[src/rtl/prio_pkg.sv]
// rtl/prio_pkg.sv - shared mode encodings and pointer helper for the priority encoder
package prio_pkg;

  localparam logic MODE_FIXED = 1'b0;
  localparam logic MODE_RR    = 1'b1;

  // Round-robin successor: the search moves downward and wraps from 0 to n-1.
  function automatic int nxt_ptr(input int g, input int n);
    return (g == 0) ? n - 1 : g - 1;
  endfunction

endpackage

[src/rtl/prio_scan.sv]
// rtl/prio_scan.sv - combinational rotated highest-first request scan
module prio_scan
  import prio_pkg::*;
#(
  parameter int N  = 8,
  parameter int IW = $clog2(N)
) (
  input  logic [N-1:0]  req,
  input  logic [IW-1:0] start,
  output logic [IW-1:0] idx,
  output logic          hit
);

  logic [IW-1:0] w_start;
  logic [IW-1:0] w_pos;

  // A start beyond the last requester can only come from a corrupted pointer; treat it as N-1.
  assign w_start = (start >= IW'(N - 1)) ? IW'(N - 1) : start;

  always_comb begin
    idx   = '0;
    hit   = 1'b0;
    w_pos = '0;
    for (int k = 0; k < N; k++) begin
      if (int'(w_start) >= k) w_pos = IW'(int'(w_start) - k);
      else                    w_pos = IW'(int'(w_start) + N - k);
      if (!hit && req[w_pos]) begin
        hit = 1'b1;
        idx = w_pos;
      end
    end
  end

endmodule

[src/rtl/prio_enc_rr.sv]
// rtl/prio_enc_rr.sv - registered fixed/round-robin priority encoder with valid/ready output
module prio_enc_rr
  import prio_pkg::*;
#(
  parameter int N  = 8,
  parameter int IW = $clog2(N)
) (
  input  logic          clk,
  input  logic          rst_n,
  input  logic          en,
  input  logic          mode,
  input  logic [N-1:0]  req,
  output logic          any_req,
  output logic          out_valid,
  input  logic          out_ready,
  output logic [IW-1:0] out_idx,
  output logic [N-1:0]  out_onehot
);

  logic          r_valid;
  logic [IW-1:0] r_idx;
  logic [N-1:0]  r_onehot;
  logic [IW-1:0] r_ptr;

  logic          w_hs;
  logic          w_ld;
  logic [IW-1:0] w_ptr_nxt;
  logic [IW-1:0] w_ptr_eff;
  logic [IW-1:0] w_fix_idx;
  logic          w_fix_hit;
  logic [IW-1:0] w_rr_idx;
  logic          w_rr_hit;
  logic [IW-1:0] w_idx;
  logic          w_hit;
  logic [N-1:0]  w_onehot;

  assign any_req   = |req;
  assign w_hs      = r_valid & out_ready;
  assign w_ptr_nxt = IW'(nxt_ptr(int'(r_idx), N));
  // On a round-robin handshake the pointer update has not landed yet, so bypass it.
  assign w_ptr_eff = (w_hs && mode == MODE_RR) ? w_ptr_nxt : r_ptr;

  prio_scan #(.N(N), .IW(IW)) u_scan_fix (
    .req   (req),
    .start (IW'(N - 1)),
    .idx   (w_fix_idx),
    .hit   (w_fix_hit)
  );

  prio_scan #(.N(N), .IW(IW)) u_scan_rr (
    .req   (req),
    .start (w_ptr_eff),
    .idx   (w_rr_idx),
    .hit   (w_rr_hit)
  );

  assign w_idx = (mode == MODE_RR) ? w_rr_idx : w_fix_idx;
  assign w_hit = (mode == MODE_RR) ? w_rr_hit : w_fix_hit;
  // A scan hit is exactly any_req, since both scans cover every requester.
  assign w_ld  = en & any_req & w_hit & (~r_valid | out_ready);

  always_comb begin
    w_onehot        = '0;
    w_onehot[w_idx] = 1'b1;
  end

  always_ff @(posedge clk or negedge rst_n) begin
    if (!rst_n) begin
      r_valid  <= 1'b0;
      r_idx    <= '0;
      r_onehot <= '0;
      r_ptr    <= IW'(N - 1);
    end else begin
      if (w_ld) begin
        r_valid  <= 1'b1;
        r_idx    <= w_idx;
        r_onehot <= w_onehot;
      end else if (w_hs) begin
        r_valid  <= 1'b0;
      end
      if (w_hs && mode == MODE_RR) r_ptr <= w_ptr_nxt;
    end
  end

  assign out_valid  = r_valid;
  assign out_idx    = r_idx;
  assign out_onehot = r_onehot;

endmodule

[config.mk]
export PLATFORM = sky130hd
export DESIGN_NAME = prio_enc_rr
export DESIGN_NICKNAME = d
export VERILOG_FILES = /design/src/rtl/prio_pkg.sv /design/src/rtl/prio_scan.sv /design/src/rtl/prio_enc_rr.sv
export SDC_FILE = /design/constraint.sdc
export NUM_CORES = 1
export LEC_CHECK = 0
export ABC_AREA = 1
export ABC_CLOCK_PERIOD_IN_PS = 3300
export CAP_MARGIN = 10
export CORE_AREA = 2 2 84 66
export CTS_CLUSTER_SIZE = 20
export DETAILED_ROUTE_END_ITERATION = 16
export DIE_AREA = 0 0 86 68
export GPL_TIMING_DRIVEN = 1
export PLACE_DENSITY_LB_ADDON = 0.1
export RECOVER_POWER = 25
export REMOVE_ABC_BUFFERS = 1
export SETUP_SLACK_MARGIN = 0.4
export SLEW_MARGIN = 20
export SYNTH_ARGS = -nofsm -noshare
export SYNTH_HDL_FRONTEND = slang
export SYNTH_HIERARCHICAL = 1
export SYNTH_SLANG_ARGS = --single-unit
[constraint.sdc]
create_clock -name clk -period 3.3 [get_ports clk]
set_input_delay 0.33 -clock clk [delete_from_list [all_inputs] [get_ports clk]]
set_output_delay 0.33 -clock clk [all_outputs]
set_load 0.01 [all_outputs]
==> results.sh, run 1 <==
export IMPL_drt_first_pass_iters=4
export IMPL_place_inst=497
export IMPL_drt_iter0_markers=121
export IMPL_start_util=0.5114
export IMPL_crit_start="out_idx[0]"
export IMPL_routabilityCongestion=0.9370
export IMPL_reg2reg_from="out_idx[0]"
export IMPL_fin_nets=481
export IMPL_numPortBuffers=25
export IMPL_power_density_mw_per_mm2=1090
export IMPL_cts_htree_levels=1
export IMPL_cp_arrival_ns=3.25
export IMPL_grt_pass1_vias=2526
export IMPL_drc=0
export IMPL_clock_sinks=15
export IMPL_final_fill_count=435
export IMPL_die_y_um=68
export IMPL_post_route_period_util=0.9287
export IMPL_ys_seq_elements=15
export IMPL_path_clk_slew_ns=0.07
export IMPL_insertion_delay_ns=0.25
export IMPL_r2r_end="out_onehot[3]"
export IMPL_hold_viol=0
export IMPL_status="complete, no violations"
export IMPL_syn_area_mm2=0.002605
export IMPL_rows=23
export IMPL_area_growth_pct=37.61
export IMPL_hold_slack_ns=0.4826
export IMPL_rr_worst_depth=23
export IMPL_slew_headroom=0.5548
export IMPL_wl_um=7192
export IMPL_cts_buffers=3
export IMPL_hold_depth=2
export IMPL_cts_max_path_buffers=2
export IMPL_wire_per_inst_um=13.80
export IMPL_ioPinCount=26
export IMPL_avgViaCountPerCell=5.355
export IMPL_p_leak_nw=1.787
export IMPL_yosysSeqAreaShare=0.1455
export IMPL_cts_root_buf="clkbuf_8"
export IMPL_rsz0062_at_grt="true"
export IMPL_setup_ws_ns=0.2353
export IMPL_worst_path_max_fanout=4
export IMPL_grt_usage=0.2512
export IMPL_rrSetupSlack_ns=0.24
export IMPL_hpwl_um=5246
export IMPL_grt_max_degree=16
export IMPL_setup_viol=0
export IMPL_final_max_slew_violation_count=0
export IMPL_vias=2790
export IMPL_fp_coreArea_mm2=0.005094
export IMPL_grt_antenna_before_repair=0
export IMPL_fin_util=0.7038
export IMPL_preCtsSetupSlack_ns=-0.3930
export IMPL_die_width_um=86
export IMPL_synthCells=396
export IMPL_drv_cap=0
export IMPL_hp_class="reg2reg"
export IMPL_fmax_mhz=326.3
export IMPL_ir_drop_v=0.0004172
export IMPL_final_cell_mix="89 x nand2_1, 43 x nand3_1, 41 x buf_4"
export IMPL_grt_pass1_wl_um=11810
export IMPL_crit_end="out_onehot[3]"
export IMPL_ant_nets=0
export IMPL_diodes=0
export IMPL_crit_required_ns=3.49
export IMPL_end_kind="flop"
export IMPL_ys_warn_count=6
export IMPL_cts_hold_fix_buffers=0
export IMPL_finalClockSkew_ns=0.008164
export IMPL_crit_type="reg2reg"
export IMPL_die_area_mm2=0.005848
export IMPL_synthDistinctLibCells=32
export IMPL_cts_tree="done"
export IMPL_worst_pin_slew_ns=0.6656
export IMPL_finalCriticalPeriod_ns=3.065
export IMPL_finalNonFillerCells=521
export IMPL_syn_mean_instance_area_um2=6.578
export IMPL_setup_worst_path_start_class="flop"
export IMPL_overflow=0
export IMPL_drive_gt1_frac=0.4423
export IMPL_final_common_cell="nand2_1"
## state kept, by name, indices dropped and copies added (netlist names)
name        cells
r_ptr           3
out_onehot      8
out_valid       1
out_idx         3
## stage by stage
stage	instance area (um^2)	total power, mW	TNS (ns)
floorplan	2454	1.879	-5.112
global placement	3012	2.724	-2.898
detailed placement	3012	2.736	-4.360
CTS	3390	3.439	0
global route	3585	4.237	0
finish	3585	3.906	0
## per-layer routing
metal	track usage	wire length [um]
met3	0.02654	205
met1	0.3679	3666
met4	0.03770	93
met2	0.4089	3226
met5	0	0
## how the worst min path moves through the flow
stage / endpoint / slack (ns) / from
6_report: out_onehot[3] / 0.48 / out_onehot[3]
5_1_grt: out_onehot[0] / 0.51 / out_onehot[0]
4_1_cts: out_onehot[5] / 0.48 / out_onehot[5]
3_5_place_dp: out_onehot[3] / 0.47 / out_onehot[3]
3_3_place_gp: out_onehot[4] / 0.47 / out_onehot[4]
2_1_floorplan: out_idx[0] / 0.03 / rst_n
## area by class of cell
class | instances | area [um^2] | area share
multi-input cells | 328 | 2278 | 0.6356
repair buffers | 73 | 644.4 | 0.1798
flip-flops and latches | 15 | 379.1 | 0.1058
inverters | 39 | 158.9 | 0.04433
well taps | 62 | 77.57 | 0.02164
clock buffers | 3 | 41.29 | 0.01152
clock inverters | 1 | 5.005 | 0.001396
## critical path: stages (launching register included)
cell	delay (ns)
dfrtp_1	0.39
inv_2	0.11
ha_4	0.15
ha_4	0.15
nor2_4	0.04
o21ai_4	0.20
buf_6	0.15
inv_6	0.04
ha_4	0.18
xnor2_4	0.25
nand3_2	0.12
buf_4	0.15
nand2_1	0.04
o21bai_1	0.10
nand2_1	0.09
a21oi_2	0.18
nand3_2	0.13
inv_2	0.07
nand2_2	0.05
nand2_2	0.08
nand2_2	0.07
nor2_1	0.10
nand3_1	0.08
nand2_1	0.09
## synthesized netlist by cell type, drive strengths merged
library cell | count | area, um^2
xor2 | 2 | 17.52
nand3b | 4 | 30.03
o21bai | 4 | 30.03
buf | 12 | 130.1
nor3 | 2 | 10.01
dlygate4sd1 | 2 | 17.52
o21ai | 11 | 55.05
inv | 39 | 153.9
xnor2 | 4 | 50.05
nor2 | 50 | 272.8
nand3 | 79 | 545.5
conb | 1 | 3.750
nand4 | 13 | 111.4
dfrtp | 12 | 300.3
clkbuf | 3 | 11.26
ha | 8 | 100.1
nand2 | 143 | 666.9
dfstp | 3 | 78.83
a21oi | 4 | 20.02
## power breakdown
part	internal (mW)	leakage [nW]	switching, mW
Clock	0.0837	0.0255	0.0689
Sequential	0.274	0.189	0.0480
Combinational	1.56	1.57	1.87
## repair_timing
action,in CTS,in global routing
gates cloned,0,1
pin swaps,36,40
resized for setup,55,44
endpoints found under the setup margin,12,12
buffers inserted,12,7
## logic make-up after synthesis
kind of cell    after synthesis  synth area share
buf+inv                      56            0.1201
flops                        15            0.1455
other cells                   1          0.001440
xor+xnor                      6           0.02594
compound gates               19           0.04035
fa+ha+maj                     8           0.03843
simple gates                291            0.6282
Note: power is estimated with default switching activity, not from simulation.
==> run 2, diff against run 1 <==
--- a/config.mk
+++ b/config.mk
@@ -8,10 +8,10 @@
 export ABC_AREA = 1
 export ABC_CLOCK_PERIOD_IN_PS = 3300
 export CAP_MARGIN = 10
-export CORE_AREA = 2 2 84 66
+export CORE_AREA = 2 2 97 75
 export CTS_CLUSTER_SIZE = 20
 export DETAILED_ROUTE_END_ITERATION = 16
-export DIE_AREA = 0 0 86 68
+export DIE_AREA = 0 0 99 77
 export GPL_TIMING_DRIVEN = 1
 export PLACE_DENSITY_LB_ADDON = 0.1
 export RECOVER_POWER = 25
==> run 2 against run 1 <==
Net effect: fmax grew 2.6%; hold slack lost 0.0089 ns; first-iteration DRC count shrank 12%; sequential power shrank 2%; combinational power shrank 4%; clock-buffer cell count grew 1; non-clock buffer count shrank 2; wire length grew 2.8%; register-to-register slack gained 0.08 ns; die area grew 30%; worst setup slack gained 0.077 ns; critical path type unchanged; highest routed layer unchanged.
==> results.sh, run 2 (synthesized netlist as in run 1, its figures left out) <==
export IMPL_status="complete, no violations"
export IMPL_design_area_mm2=0.003633
export IMPL_area_growth_pct=39.48
export IMPL_preCtsSetupSlack_ns=-0.3409
export IMPL_total_power_mw=3.746
export IMPL_overflow=0
export IMPL_cpPeakStageDelay_ns=0.39
export IMPL_hp_class="reg2reg"
export IMPL_crit_top_cell="nand2_1"
export IMPL_cts_root_buf="clkbuf_8"
export IMPL_grt_max_degree=16
export IMPL_vias=2714
export IMPL_drv_cap=0
export IMPL_post_route_period_util=0.9052
export IMPL_cts_hold_fix_buffers=0
export IMPL_hpwl_um=5568
export IMPL_cts_tree="done"
export IMPL_cts_htree_levels=1
export IMPL_p_leak_nw=1.781
export IMPL_drt_iter0_markers=106
export IMPL_wl_um=7392
export IMPL_slowest_stage="dfrtp_1"
export IMPL_drive_gt1_frac=0.4114
export IMPL_wl_met2_um=3356
export IMPL_grt_usage=0.1919
export IMPL_finalNonFillerCells=541
export IMPL_final_common_cell="nand2_1"
export IMPL_power_density_mw_per_mm2=1031
export IMPL_setup_viol=0
export IMPL_setup_worst_path_start_class="flop"
export IMPL_routabilityCongestion=0.8285
export IMPL_grt_pass1_wl_um=12100
export IMPL_fin_setup_tns_ns=0
export IMPL_start_util=0.3906
export IMPL_insertion_delay_ns=0.25
export IMPL_drc=0
export IMPL_placed_area_mm2=0.003084
export IMPL_die_area_mm2=0.007623
export IMPL_fin_util=0.5448
export IMPL_finalClockSkew_ns=0.005895
export IMPL_drt_first_pass_iters=4
export IMPL_setup_ws_ns=0.3127
export IMPL_ant_nets=0
export IMPL_largest_reg_flops=8
export IMPL_wl_met3_um=252
export IMPL_crit_required_ns=3.44
export IMPL_end_kind="flop"
export IMPL_wire_per_inst_um=13.66
export IMPL_fp_coreArea_mm2=0.006669
export IMPL_diodes=0
export IMPL_numPortBuffers=25
export IMPL_hold_viol=0
export IMPL_die_y_um=77
export IMPL_finalCriticalPeriod_ns=2.987
export IMPL_grt_pass1_vias=2564
export IMPL_ioPinCount=26
export IMPL_slew_headroom=0.5224
export IMPL_cp_arrival_ns=3.13
export IMPL_rows=26
export IMPL_crit_type="reg2reg"
export IMPL_cts_max_path_buffers=2
export IMPL_ir_drop_v=0.0003882
export IMPL_highest_layer="met4"
export IMPL_path_clk_slew_ns=0.06
export IMPL_final_cell_mix="95 x nand2_1, 43 x nand3_1, 42 x buf_4"
export IMPL_met1_length_um=3750
export IMPL_worst_path_max_fanout=7
export IMPL_die_width_um=99
export IMPL_worst_pin_slew_ns=0.7140
export IMPL_rsz0062_at_grt="true"
export IMPL_fin_nets=479
export IMPL_avgViaCountPerCell=5.017
export IMPL_cts_buffers=3
export IMPL_fmax_mhz=334.8
export IMPL_place_inst=525
export IMPL_hold_slack_ns=0.4737
export IMPL_grt_antenna_before_repair=0
export IMPL_final_max_slew_violation_count=0
export IMPL_clock_sinks=15
run 2: changes by cell type in the layout (fill, tap and decap cells not counted), sizes merged:
cell	previous run	this run
buf	48	45
clkdlybuf4s50	23	22
dlygate4sd2	1	2
clkbuf	3	5
clkinv	1	0
run 2: final timing paths:
| path | endpoint | depth (start not counted) | startpoint | slack (ns) |
|---|---|---|---|---|
| max in group asynchronous | out_valid | 1 | rst_n | 2.27 |
| worst max-delay path | out_onehot[0] | 25 | out_idx[1] | 0.31 |
| min in group asynchronous | out_onehot[1] | 1 | rst_n | 0.58 |
| worst min-delay path | out_onehot[7] | 2 | out_onehot[7] | 0.47 |
| worst min register to register | out_onehot[7] | 2 | out_onehot[7] | 0.47 |
| worst max register to register | out_onehot[0] | 25 | out_idx[1] | 0.31 |
run 2: critical path, delay by kind of cell, from the launching register on:
kind,cells,cell delay (ns)
flops,1,0.39
fa+ha+maj,2,0.29
simple gates,15,1.24
compound gates,2,0.33
buf+inv,6,0.62
run 2: routing by layer:
metal,track usage,up-vias
met1,0.2860,1264
met4,0.01781,0
met2,0.3074,49
met3,0.02279,4
li1,-,1397
met5,0,-
run 2: area by class of cell:
type | count | area, um^2
Clock buffer | 4 | 45.04
Inverter | 39 | 158.9
Multi-Input combinational cell | 328 | 2315
Timing Repair Buffer | 71 | 630.6
Tap cell | 84 | 105.1
Sequential cell | 15 | 379.1
Fill cell | 641 | 3035
run 2: where the power goes:
| part | internal (mW) | switching, mW | leakage (nW) | total [mW] |
|---|---|---|---|---|
| logic | 1.47 | 1.81 | 1.57 | 3.28 |
| registers | 0.274 | 0.0429 | 0.189 | 0.317 |
| clock network | 0.0855 | 0.0627 | 0.0228 | 0.148 |
run 2: what timing repair did:
item,in CTS,in global routing
cloned,0,2
gates resized for setup,59,35
buffers inserted,8,2
pin swaps,33,35
endpoints found under the setup margin,12,12
